==> src/rtl/rbfu_writeback_pkg.sv <==
// Shared constants and opcode encoding for the butterfly write-back path.
// Opcodes travel with each butterfly so the write strobes follow the delayed op.
package rbfu_writeback_pkg;

    localparam int DATA_W      = 12;
    localparam int ADDR_W      = 8;
    localparam int BFU_LATENCY = 5;

    typedef enum logic [1:0] {
        OP_NTT  = 2'b00,
        OP_INTT = 2'b01,
        OP_PWM0 = 2'b10,
        OP_PWM1 = 2'b11
    } op_e;

    // PWM1 leaves Dout2 at a constant zero, so its second port stays idle.
    function automatic logic needs_wr2(op_e op);
        return op != OP_PWM1;
    endfunction

endpackage

==> src/rtl/rbfu_writeback_if.sv <==
// Issue, butterfly-result and memory-write bundle of the write-back block.
// The sequencer side is master, the write-back controller is slave.
interface rbfu_writeback_if
    import rbfu_writeback_pkg::*;
#(
    parameter int DATA_WIDTH = DATA_W,
    parameter int ADDR_WIDTH = ADDR_W
) ();

    logic                  flush;
    logic                  issue_valid;
    logic                  issue_last;
    logic [1:0]            issue_op;
    logic [ADDR_WIDTH-1:0] issue_addr1;
    logic [ADDR_WIDTH-1:0] issue_addr2;
    logic [DATA_WIDTH-1:0] bfu_dout1;
    logic [DATA_WIDTH-1:0] bfu_dout2;
    logic                  wr_en1;
    logic                  wr_en2;
    logic [ADDR_WIDTH-1:0] wr_addr1;
    logic [ADDR_WIDTH-1:0] wr_addr2;
    logic [DATA_WIDTH-1:0] wr_data1;
    logic [DATA_WIDTH-1:0] wr_data2;
    logic                  busy;
    logic                  stage_done;
    logic                  addr_conflict;

    modport master (
        output flush, issue_valid, issue_last, issue_op,
        output issue_addr1, issue_addr2, bfu_dout1, bfu_dout2,
        input  wr_en1, wr_en2, wr_addr1, wr_addr2,
        input  wr_data1, wr_data2, busy, stage_done, addr_conflict
    );

    modport slave (
        input  flush, issue_valid, issue_last, issue_op,
        input  issue_addr1, issue_addr2, bfu_dout1, bfu_dout2,
        output wr_en1, wr_en2, wr_addr1, wr_addr2,
        output wr_data1, wr_data2, busy, stage_done, addr_conflict
    );

endinterface

==> src/rtl/wb_tag_pipe.sv <==
// Fixed-depth delay line for packed write-back tags.
// A synchronous clear wipes every stage, dropping all in-flight tags.
module wb_tag_pipe #(
    parameter int DEPTH = 5,
    parameter int WIDTH = 8
) (
    input  logic             clk,
    input  logic             clr,
    input  logic [WIDTH-1:0] din,
    output logic [WIDTH-1:0] dout
);

    logic [WIDTH-1:0] stg [DEPTH];

    always_ff @(posedge clk) begin
        if (clr) begin
            for (int i = 0; i < DEPTH; i++) begin
                stg[i] <= '0;
            end
        end else begin
            stg[0] <= din;
            for (int i = 1; i < DEPTH; i++) begin
                stg[i] <= stg[i-1];
            end
        end
    end

    assign dout = stg[DEPTH-1];

endmodule

==> src/rtl/rbfu_writeback.sv <==
// Butterfly write-back controller: delays issue tags by the butterfly
// latency, then registers both memory write ports and tracks completion.
module rbfu_writeback
    import rbfu_writeback_pkg::*;
#(
    parameter int DATA_WIDTH = DATA_W,
    parameter int ADDR_WIDTH = ADDR_W,
    parameter int BFU_LAT    = BFU_LATENCY
) (
    input  logic            clk,
    input  logic            rst,
    rbfu_writeback_if.slave bus
);

    localparam int CW = $clog2(BFU_LAT + 2);
    localparam int TW = 2 * ADDR_WIDTH + 4;
    localparam logic [CW-1:0] CNT_MAX = CW'(BFU_LAT + 1);

    logic                  clr;
    logic [TW-1:0]         tag_in;
    logic [TW-1:0]         tag_out;
    logic                  m_valid;
    logic                  m_last;
    logic                  m_wr2;
    logic                  m_hit;
    op_e                   m_op;
    logic [ADDR_WIDTH-1:0] m_addr1;
    logic [ADDR_WIDTH-1:0] m_addr2;

    logic [CW-1:0]         cnt;
    logic                  wr_en1;
    logic                  wr_en2;
    logic                  stage_done;
    logic                  addr_conflict;
    logic [ADDR_WIDTH-1:0] wr_addr1;
    logic [ADDR_WIDTH-1:0] wr_addr2;
    logic [DATA_WIDTH-1:0] wr_data1;
    logic [DATA_WIDTH-1:0] wr_data2;

    assign clr    = rst | bus.flush;
    assign tag_in = {bus.issue_valid, bus.issue_last, bus.issue_op,
                     bus.issue_addr1, bus.issue_addr2};

    wb_tag_pipe #(
        .DEPTH (BFU_LAT),
        .WIDTH (TW)
    ) u_tag_pipe (
        .clk  (clk),
        .clr  (clr),
        .din  (tag_in),
        .dout (tag_out)
    );

    assign m_valid = tag_out[TW-1];
    assign m_last  = tag_out[TW-2];
    assign m_op    = op_e'(tag_out[TW-3 -: 2]);
    assign m_addr1 = tag_out[2*ADDR_WIDTH-1 -: ADDR_WIDTH];
    assign m_addr2 = tag_out[ADDR_WIDTH-1:0];
    assign m_wr2   = m_valid & needs_wr2(m_op);

    // Conflict is judged on the write pair being registered this edge.
    assign m_hit   = m_valid & m_wr2 & (m_addr1 == m_addr2);

    always_ff @(posedge clk) begin
        if (rst) begin
            wr_en1        <= 1'b0;
            wr_en2        <= 1'b0;
            stage_done    <= 1'b0;
            addr_conflict <= 1'b0;
            wr_addr1      <= '0;
            wr_addr2      <= '0;
            wr_data1      <= '0;
            wr_data2      <= '0;
            cnt           <= '0;
        end else if (bus.flush) begin
            wr_en1        <= 1'b0;
            wr_en2        <= 1'b0;
            stage_done    <= 1'b0;
            addr_conflict <= 1'b0;
            cnt           <= '0;
        end else begin
            wr_en1     <= m_valid;
            wr_en2     <= m_wr2;
            stage_done <= m_valid & m_last;
            if (m_valid) begin
                wr_addr1 <= m_addr1;
                wr_addr2 <= m_addr2;
                wr_data1 <= bus.bfu_dout1;
                wr_data2 <= bus.bfu_dout2;
            end
            if (m_hit) begin
                addr_conflict <= 1'b1;
            end
            // An op stays counted until its write strobe has been seen.
            unique case ({bus.issue_valid, wr_en1})
                2'b10: if (cnt != CNT_MAX) cnt <= cnt + 1'b1;
                2'b01: if (cnt != '0) cnt <= cnt - 1'b1;
                default: cnt <= cnt;
            endcase
        end
    end

    assign bus.wr_en1        = wr_en1;
    assign bus.wr_en2        = wr_en2;
    assign bus.wr_addr1      = wr_addr1;
    assign bus.wr_addr2      = wr_addr2;
    assign bus.wr_data1      = wr_data1;
    assign bus.wr_data2      = wr_data2;
    assign bus.stage_done    = stage_done;
    assign bus.addr_conflict = addr_conflict;
    assign bus.busy          = (cnt != '0);

endmodule

==> src/flat_wrapper.sv <==
// flat-port wrapper written by rule: the top's interface ports become plain ports
module rbfu_writeback_flat import rbfu_writeback_pkg::*;
#(
    parameter int DATA_WIDTH = DATA_W,
    parameter int ADDR_WIDTH = ADDR_W,
    parameter int BFU_LAT    = BFU_LATENCY
)
  (clk, rst, bus_flush, bus_issue_valid, bus_issue_last, bus_issue_op, bus_issue_addr1, bus_issue_addr2, bus_bfu_dout1, bus_bfu_dout2, bus_wr_en1, bus_wr_en2, bus_wr_addr1, bus_wr_addr2, bus_wr_data1, bus_wr_data2, bus_busy, bus_stage_done, bus_addr_conflict);
  rbfu_writeback_if #(.DATA_WIDTH(DATA_WIDTH), .ADDR_WIDTH(ADDR_WIDTH)) bus_i ();
  input  logic clk;
  input  logic rst;
  input wire logic [$bits(bus_i.flush)-1:0] bus_flush;
  input wire logic [$bits(bus_i.issue_valid)-1:0] bus_issue_valid;
  input wire logic [$bits(bus_i.issue_last)-1:0] bus_issue_last;
  input wire logic [$bits(bus_i.issue_op)-1:0] bus_issue_op;
  input wire logic [$bits(bus_i.issue_addr1)-1:0] bus_issue_addr1;
  input wire logic [$bits(bus_i.issue_addr2)-1:0] bus_issue_addr2;
  input wire logic [$bits(bus_i.bfu_dout1)-1:0] bus_bfu_dout1;
  input wire logic [$bits(bus_i.bfu_dout2)-1:0] bus_bfu_dout2;
  output wire logic [$bits(bus_i.wr_en1)-1:0] bus_wr_en1;
  output wire logic [$bits(bus_i.wr_en2)-1:0] bus_wr_en2;
  output wire logic [$bits(bus_i.wr_addr1)-1:0] bus_wr_addr1;
  output wire logic [$bits(bus_i.wr_addr2)-1:0] bus_wr_addr2;
  output wire logic [$bits(bus_i.wr_data1)-1:0] bus_wr_data1;
  output wire logic [$bits(bus_i.wr_data2)-1:0] bus_wr_data2;
  output wire logic [$bits(bus_i.busy)-1:0] bus_busy;
  output wire logic [$bits(bus_i.stage_done)-1:0] bus_stage_done;
  output wire logic [$bits(bus_i.addr_conflict)-1:0] bus_addr_conflict;
  assign bus_i.flush = bus_flush;
  assign bus_i.issue_valid = bus_issue_valid;
  assign bus_i.issue_last = bus_issue_last;
  assign bus_i.issue_op = bus_issue_op;
  assign bus_i.issue_addr1 = bus_issue_addr1;
  assign bus_i.issue_addr2 = bus_issue_addr2;
  assign bus_i.bfu_dout1 = bus_bfu_dout1;
  assign bus_i.bfu_dout2 = bus_bfu_dout2;
  assign bus_wr_en1 = bus_i.wr_en1;
  assign bus_wr_en2 = bus_i.wr_en2;
  assign bus_wr_addr1 = bus_i.wr_addr1;
  assign bus_wr_addr2 = bus_i.wr_addr2;
  assign bus_wr_data1 = bus_i.wr_data1;
  assign bus_wr_data2 = bus_i.wr_data2;
  assign bus_busy = bus_i.busy;
  assign bus_stage_done = bus_i.stage_done;
  assign bus_addr_conflict = bus_i.addr_conflict;
  rbfu_writeback #(.DATA_WIDTH(DATA_WIDTH), .ADDR_WIDTH(ADDR_WIDTH), .BFU_LAT(BFU_LAT)) u_core (.clk(clk), .rst(rst), .bus(bus_i));
endmodule
==> config.mk <==
export PLATFORM = sky130hd
export DESIGN_NAME = rbfu_writeback_flat
export DESIGN_NICKNAME = d
export VERILOG_FILES = /design/src/rtl/rbfu_writeback_pkg.sv /design/src/rtl/rbfu_writeback_if.sv /design/src/rtl/wb_tag_pipe.sv /design/src/rtl/rbfu_writeback.sv /design/src/flat_wrapper.sv
export SDC_FILE = /design/constraint.sdc
export NUM_CORES = 1
export LEC_CHECK = 0
export ABC_AREA = 1
export BUFFER_PORTS_ARGS = -buffer_cell sky130_fd_sc_hd__buf_2
export CAP_MARGIN = 15
export CORE_AREA = 2 2 140 142
export CTS_CLUSTER_DIAMETER = 150
export DETAILED_ROUTE_END_ITERATION = 10
export DIE_AREA = 0 0 142 144
export PLACE_DENSITY = 0.52
export SYNTH_ARGS = -nofsm -noshare
export SYNTH_HDL_FRONTEND = slang
export SYNTH_SLANG_ARGS = --single-unit
==> constraint.sdc <==
create_clock -name clk -period 1.5 [get_ports clk]
set_input_delay 0.075 -clock clk [delete_from_list [all_inputs] [get_ports clk]]
set_output_delay 0.075 -clock clk [all_outputs]
set_load 0.01 [all_outputs]
# [Word-level counts from Yosys, hierarchy flattened]
# Memories as Yosys holds them, arrays and structs flattened.
# Cells that the tools add are included.
[totals] register_bits=47 ramBits=100 output_inout_bits=45 wordCells=46 n_memories=1
[mem_list] memory="u_core.u_tag_pipe.stg" depth=5 width=20 rd=5 rd_clocked_by_memory_dff=0 write_ports=5 line_no="wb_tag_pipe.sv:13" text="logic [WIDTH-1:0] stg [DEPTH];"
[classes] n_addsub=2 eq_ne=7 n_mux=11 n_bitwise=11 n_reduce_logical=5
[op_table] cell="$mux 20" count=5
[op_table] cell="$eq 8x8->1" count=1
[op_table] cell="$mux 3" count=2
[op_table] cell="$or 1x1->1" count=6
[op_table] cell="$pmux 3 s2" count=1
[op_table] cell="$and 1x1->1" count=4
[op_table] cell="$ne 2x2->1 const B" count=2
[op_table] cell="$add 3x1->3 const B" count=1
[op_table] cell="$mux 1" count=3
[op_table] cell="$ne 3x3->1 const B" count=1
[op_table] cell="$reduce_and 3->1" count=1
[op_table] cell="$reduce_bool 3->1" count=1
[op_table] cell="$sub 3x1->3 const B" count=1
[op_table] cell="$eq 2x1->1 const B" count=1
[op_table] cell="$eq 2x2->1 const B" count=1
[op_table] cell="$ne 2x1->1 const B" count=1
[op_table] cell="$reduce_and 2->1" count=1
[op_table] cell="$reduce_bool 2->1" count=1
[op_table] cell="$reduce_or 2->1" count=1
[op_table] cell="$not 1->1" count=1

# [Logic depth before layout (Yosys ltp)]
[logic_depth] depth_word=4 mapped_depth=7 mapped_depth_nobuf=7

# [Hierarchy]
# Synthesis repeated with hierarchy kept, for this count alone.
[unflattened] hier_cells=569 area_unflattened_um2=4890.9
[by_module_without_submodules] module="wb_tag_pipe" n_inst=1 cells_per_inst=331 area_per_inst_um2=3051.7
[by_module_without_submodules] module="rbfu_writeback" n_inst=1 cells_per_inst=238 area_per_inst_um2=1839.3

# [Worst setup path after synthesis]
# OpenSTA, ideal clock, no wires.
[synth_timing] path_type="register to register" from="register u_core.wr_en1, in the netlist u_core.bus.wr_en1" to="register u_core.cnt[2]" t_arrival_ns=1.231 t_required_ns=1.385 slack_ns=0.154 path_stages_with_launch=7 n_path_buf=0 period_less_slack_ns=1.346 path_cell_list="dfxtp_1 > nand2_1 > fa_1 > xor2_1 > nand3_1 > nand2_1 > nor2_1"
[synth_between] elab_chain_len=3
[synth_lines] item="start, declared" line_no="rbfu_writeback.sv:31" text="logic wr_en1;"
[synth_lines] item="start signal, assigned" line_no="rbfu_writeback.sv:82" text="wr_en1 <= m_valid;"
[synth_lines] item="$eq 2x2->1 or $eq 2x1->1 (tied branches)" line_no="rbfu_writeback.sv:95" text="unique case ({bus.issue_valid, wr_en1})"
[synth_lines] item="$ne 2x1->1 (no source line) (tied with other cells)"
[synth_lines] item="$reduce_and 3->1 (no source line)"
[synth_lines] item="end signal, assigned" line_no="rbfu_writeback.sv:96" text="2'b10: if (cnt != CNT_MAX) cnt <= cnt + 1'b1;"
[synth_lines] item="end signal, assigned" line_no="rbfu_writeback.sv:97" text="2'b01: if (cnt != '0) cnt <= cnt - 1'b1;"
[synth_lines] item="end signal, assigned" line_no="rbfu_writeback.sv:98" text="default: cnt <= cnt;"
[synth_lines] item="end, declared" line_no="rbfu_writeback.sv:30" text="logic [CW-1:0] cnt;"
# Parallel ways exist; a longest one is shown, timed or not.
# A chain may end at the register's enable or synchronous reset.

# [Worst setup path after layout]
[layout_timing] from="register u_core.cnt[0]" to="register u_core.cnt[2]"
[layout_between] elab_chain_len=3
[layout_lines] item="$sub 3x1->3 (tied with other cells)" line_no="rbfu_writeback.sv:97"
[layout_lines] item="$mux 3 (tied with other cells)" line_no="rbfu_writeback.sv:97"
[layout_lines] item="$pmux 3 s2 or $reduce_and 3->1 (tied branches)"
# Parallel ways exist; a longest one is shown, timed or not. The select of a mux whose other input is x is not followed.

==> flow_summary_export.csv <==
group,metric,value,unit
synthesis,synth_top_area_frac,0.630,
routing,route.detailed.drc,0,
setup_path,r2r-end,"u_core.cnt[2]",
sta,max_freq,0.734,GHz
job,maxCapViolCount,0,
pwr,clockPowerShare,0.472,
pwr,power.leakage,2.79,nW
synthesis,synth_nets,590,
synthesis,ys_warn_count,0,
pwr,p_switching,0.00173,W
floorplan,die-area,20400,µm²
routing,via_count,3370,
pwr,pwr-share-comb,0.036,
floorplan,die_w,142,µm
routing,ant_nets,0,
clocking,clk_latency,410,ps
finish,fin_area,6320,µm²
setup_path,crit_start,"u_core.cnt[0]",
setup_path,r2r_start,"u_core.cnt[0]",
floorplan,rows,51,
sta,worstMarginPinSlew,612,ps
floorplan,die_y,144,µm
synthesis,synth-seq-area-share,0.630,
place,hpwl,5430,µm
finish,fill_cells,1992,
sta,setup_tns,0,ps
finish,multi_input_area,1150,µm²
setup_path,critPathMaxFanout,3,
floorplan,start_util,0.245,
setup_path,cp_cell_sequence,"inv_1 -> fa_1 -> xor2_2 -> a21oi_1 -> nor2_1",
finish,area_delta_synth_final,35.2,%
routing,drtIter0Drc,149,
setup_path,worstSetupPathType,"flop to flop",
finish,antenna_cells,0,
synthesis,synthTopCellsByArea,"dfxtp_1 (63%), nor2_1 (14%), inv_1 (8.8%), o21ai_0 (4.5%), buf_6 (2.4%)",
finish,drive_above_1_share,0.208,
grt,grt_overflow_total,0,
synthesis,syn_inst,542,
clocking,cts_max_level,4,
clocking,cts_buffers,17,
grt,grt_pass1_wl,14000,µm
setup_path,slowest_stage,"fa_1",
pwr,finalPower,0.00803,W
sta,slew_viol_final,0,
setup_path,crit_arrival,1670,ps
setup_path,regToRegSetupSlack,140,ps
pwr,seqPwrFrac,0.492,
finish,nNetsFinal,729,
clocking,root_buffer,"clkbuf_16",
pwr,p_int,0.00630,W
sta,hold_viol,0,
synthesis,synth_area_per_cell,8.62,µm²
floorplan,io_pins,92,
grt,gr-usage-all-layers,0.0894,
clocking,cts.sink_count,147,
finish,mostFrequentLayoutCells,"nor2_1 (171), dfxtp_1 (146), inv_1 (108)",
synthesis,synth_cell_types,16,
routing,via_per_inst,3.62,
sta,fin_crit_sh,0.909,
sta,finClkSkew,6.32,ps
setup_path,crit_path_end_kind,"flop",
place,globalplace.congestion,0.645,
place,place_area,5310,µm²
routing,routed_wl,8780,µm
setup_path,cp.required,1810,ps
sta,slew_headroom,0.591,
setup_path,crit_end,"u_core.cnt[2]",
clocking,tritoncts,"built",
floorplan,coreArea,19100,µm²
grt,grt_max_degree,104,
place,portBuffers,91,
finish,final_common_cell,"nor2_1",
pwr,swShare,0.215,
routing,detail_route.first_pass.iterations,4,
worst_hold_path,worst_hold_path_type,"primary input to flop",
sta,period_minus_slack,1360,ps
grt,grt_pass1_vias,3029,
finish,area.sequential,2940,µm²
setup_path,reg2reg_depth,5,
setup_path,crit_path_start_kind,"flop",
pwr,powerDensity,1270,nW/µm²
sta,setup_viol,0,
grt,antenna_found_initial,0,
routing,routedWlPerCell,9.43,µm
clocking,clockBufferDepth,2,
synthesis,ys_ff_latch,147,
finish,post-route-util,0.331,
setup_path,cpPeakStageDelay,460,ps
synthesis,syn_area,4670,µm²
pwr,peakVddDrop,1.02,mV
run_status,status,"finished, final reports clean",
sta,fin_hold_ws,404,ps
clocking,clk_pin_slew,60,ps
synthesis,synth.largest_area_cell,"dfxtp_1",
==> critical path, delay by kind of cell (launching register included) <==
family | cells | cell delay [ps]
adder cells (fa/ha/maj) | 1 | 460
flip-flops | 1 | 340
XOR/XNOR | 1 | 170
AO/OA/AOI/OAI | 1 | 140
buffers and inverters | 1 | 90
AND/OR/NAND/NOR | 1 | 50
==> registers in the layout, summed over array words and instances, names as in the netlist <==
signal,flops
u_core.bus.addr_conflict,1
u_core.bus.stage_done,1
u_core.bus.wr_addr1,8
u_core.bus.wr_addr2,8
u_core.bus.wr_data1,12
u_core.bus.wr_data2,12
u_core.bus.wr_en1,1
u_core.bus.wr_en2,1
u_core.cnt,3
u_core.u_tag_pipe.stg,100
==> kinds of logic after synthesis <==
group,share of synthesized area
xor+xnor,0.0131
buf+inv,0.126
flops,0.630
compound gates,0.0546
fa+ha+maj,0.00429
simple gates,0.172
==> per-stage QoR <==
step	cells	setup slack [ps]
2_1_floorplan	542	154
3_5_place_dp	854	126
3_3_place_gp	854	157
5_1_grt	931	-1.28
6_report	931	137
4_1_cts	931	102
==> synth_stat cells <==
| library cell | n |
|---|---|
| nor2_4 | 2 |
| a21oi_1 | 9 |
| fa_1 | 1 |
| nor2_1 | 171 |
| inv_1 | 109 |
| dfxtp_1 | 147 |
| xor2_1 | 4 |
| clkbuf_1 | 4 |
| buf_6 | 10 |
| inv_2 | 3 |
| nand2_1 | 15 |
| xnor2_1 | 3 |
| nor2_2 | 10 |
| o21ai_0 | 42 |
| nand3_1 | 4 |
| buf_2 | 8 |
==> power by group through the flow <==
stage	Sequential [W]	Combinational [W]	Clock (W)
6_report	0.00395	0.000287	0.00379
5_1_grt	0.00395	0.000321	0.00407
4_1_cts	0.00395	0.000289	0.00395
3_5_place_dp	0.00404	0.000196	0
3_3_place_gp	0.00404	0.000198	0
2_1_floorplan	0.00404	0.000122	0
==> final cells by class <==
type                            count  area share
Sequential cell                   147       0.466
Multi-Input combinational cell    261       0.182
Timing Repair Buffer              142       0.153
Clock buffer                       21      0.0729
Inverter                          112      0.0668
Tap cell                          238      0.0471
Clock inverter                     10      0.0121
==> metal layers <==
| layer | GRT usage | vias to the layer above | part of all wire | wire length (µm) |
|---|---|---|---|---|
| li1 | - | 1851 | - | - |
| met1 | 0.111 | 1415 | 0.51 | 4470 |
| met2 | 0.131 | 93 | 0.41 | 3640 |
| met3 | 0.0364 | 11 | 0.057 | 497 |
| met4 | 0.0495 | 0 | 0.019 | 170 |
| met5 | 0 | - | 0 | 0 |
==> worst min-delay path by stage <==
stage	from	end	slack (ps)	cells after the start
3_5_place_dp	bus_issue_op[1]	u_core.u_tag_pipe.stg[0][17]	290	3
6_report	bus_issue_op[1]	u_core.u_tag_pipe.stg[0][17]	400	4
5_1_grt	bus_issue_addr1[3]	u_core.u_tag_pipe.stg[0][11]	400	4
2_1_floorplan	bus_issue_addr2[0]	u_core.u_tag_pipe.stg[0][0]	190	2
4_1_cts	bus_issue_op[1]	u_core.u_tag_pipe.stg[0][17]	370	4
3_3_place_gp	bus_issue_op[1]	u_core.u_tag_pipe.stg[0][17]	300	3
==> timing repair <==
action / in CTS / in global routing
hold buffers: 46 / 0
hold endpoints to repair: 48 / 0
setup endpoints to repair: 0 / 1
buffers inserted: 0 / 0
gates resized for setup: 0 / 4
Power figures use the tool's default switching activity.
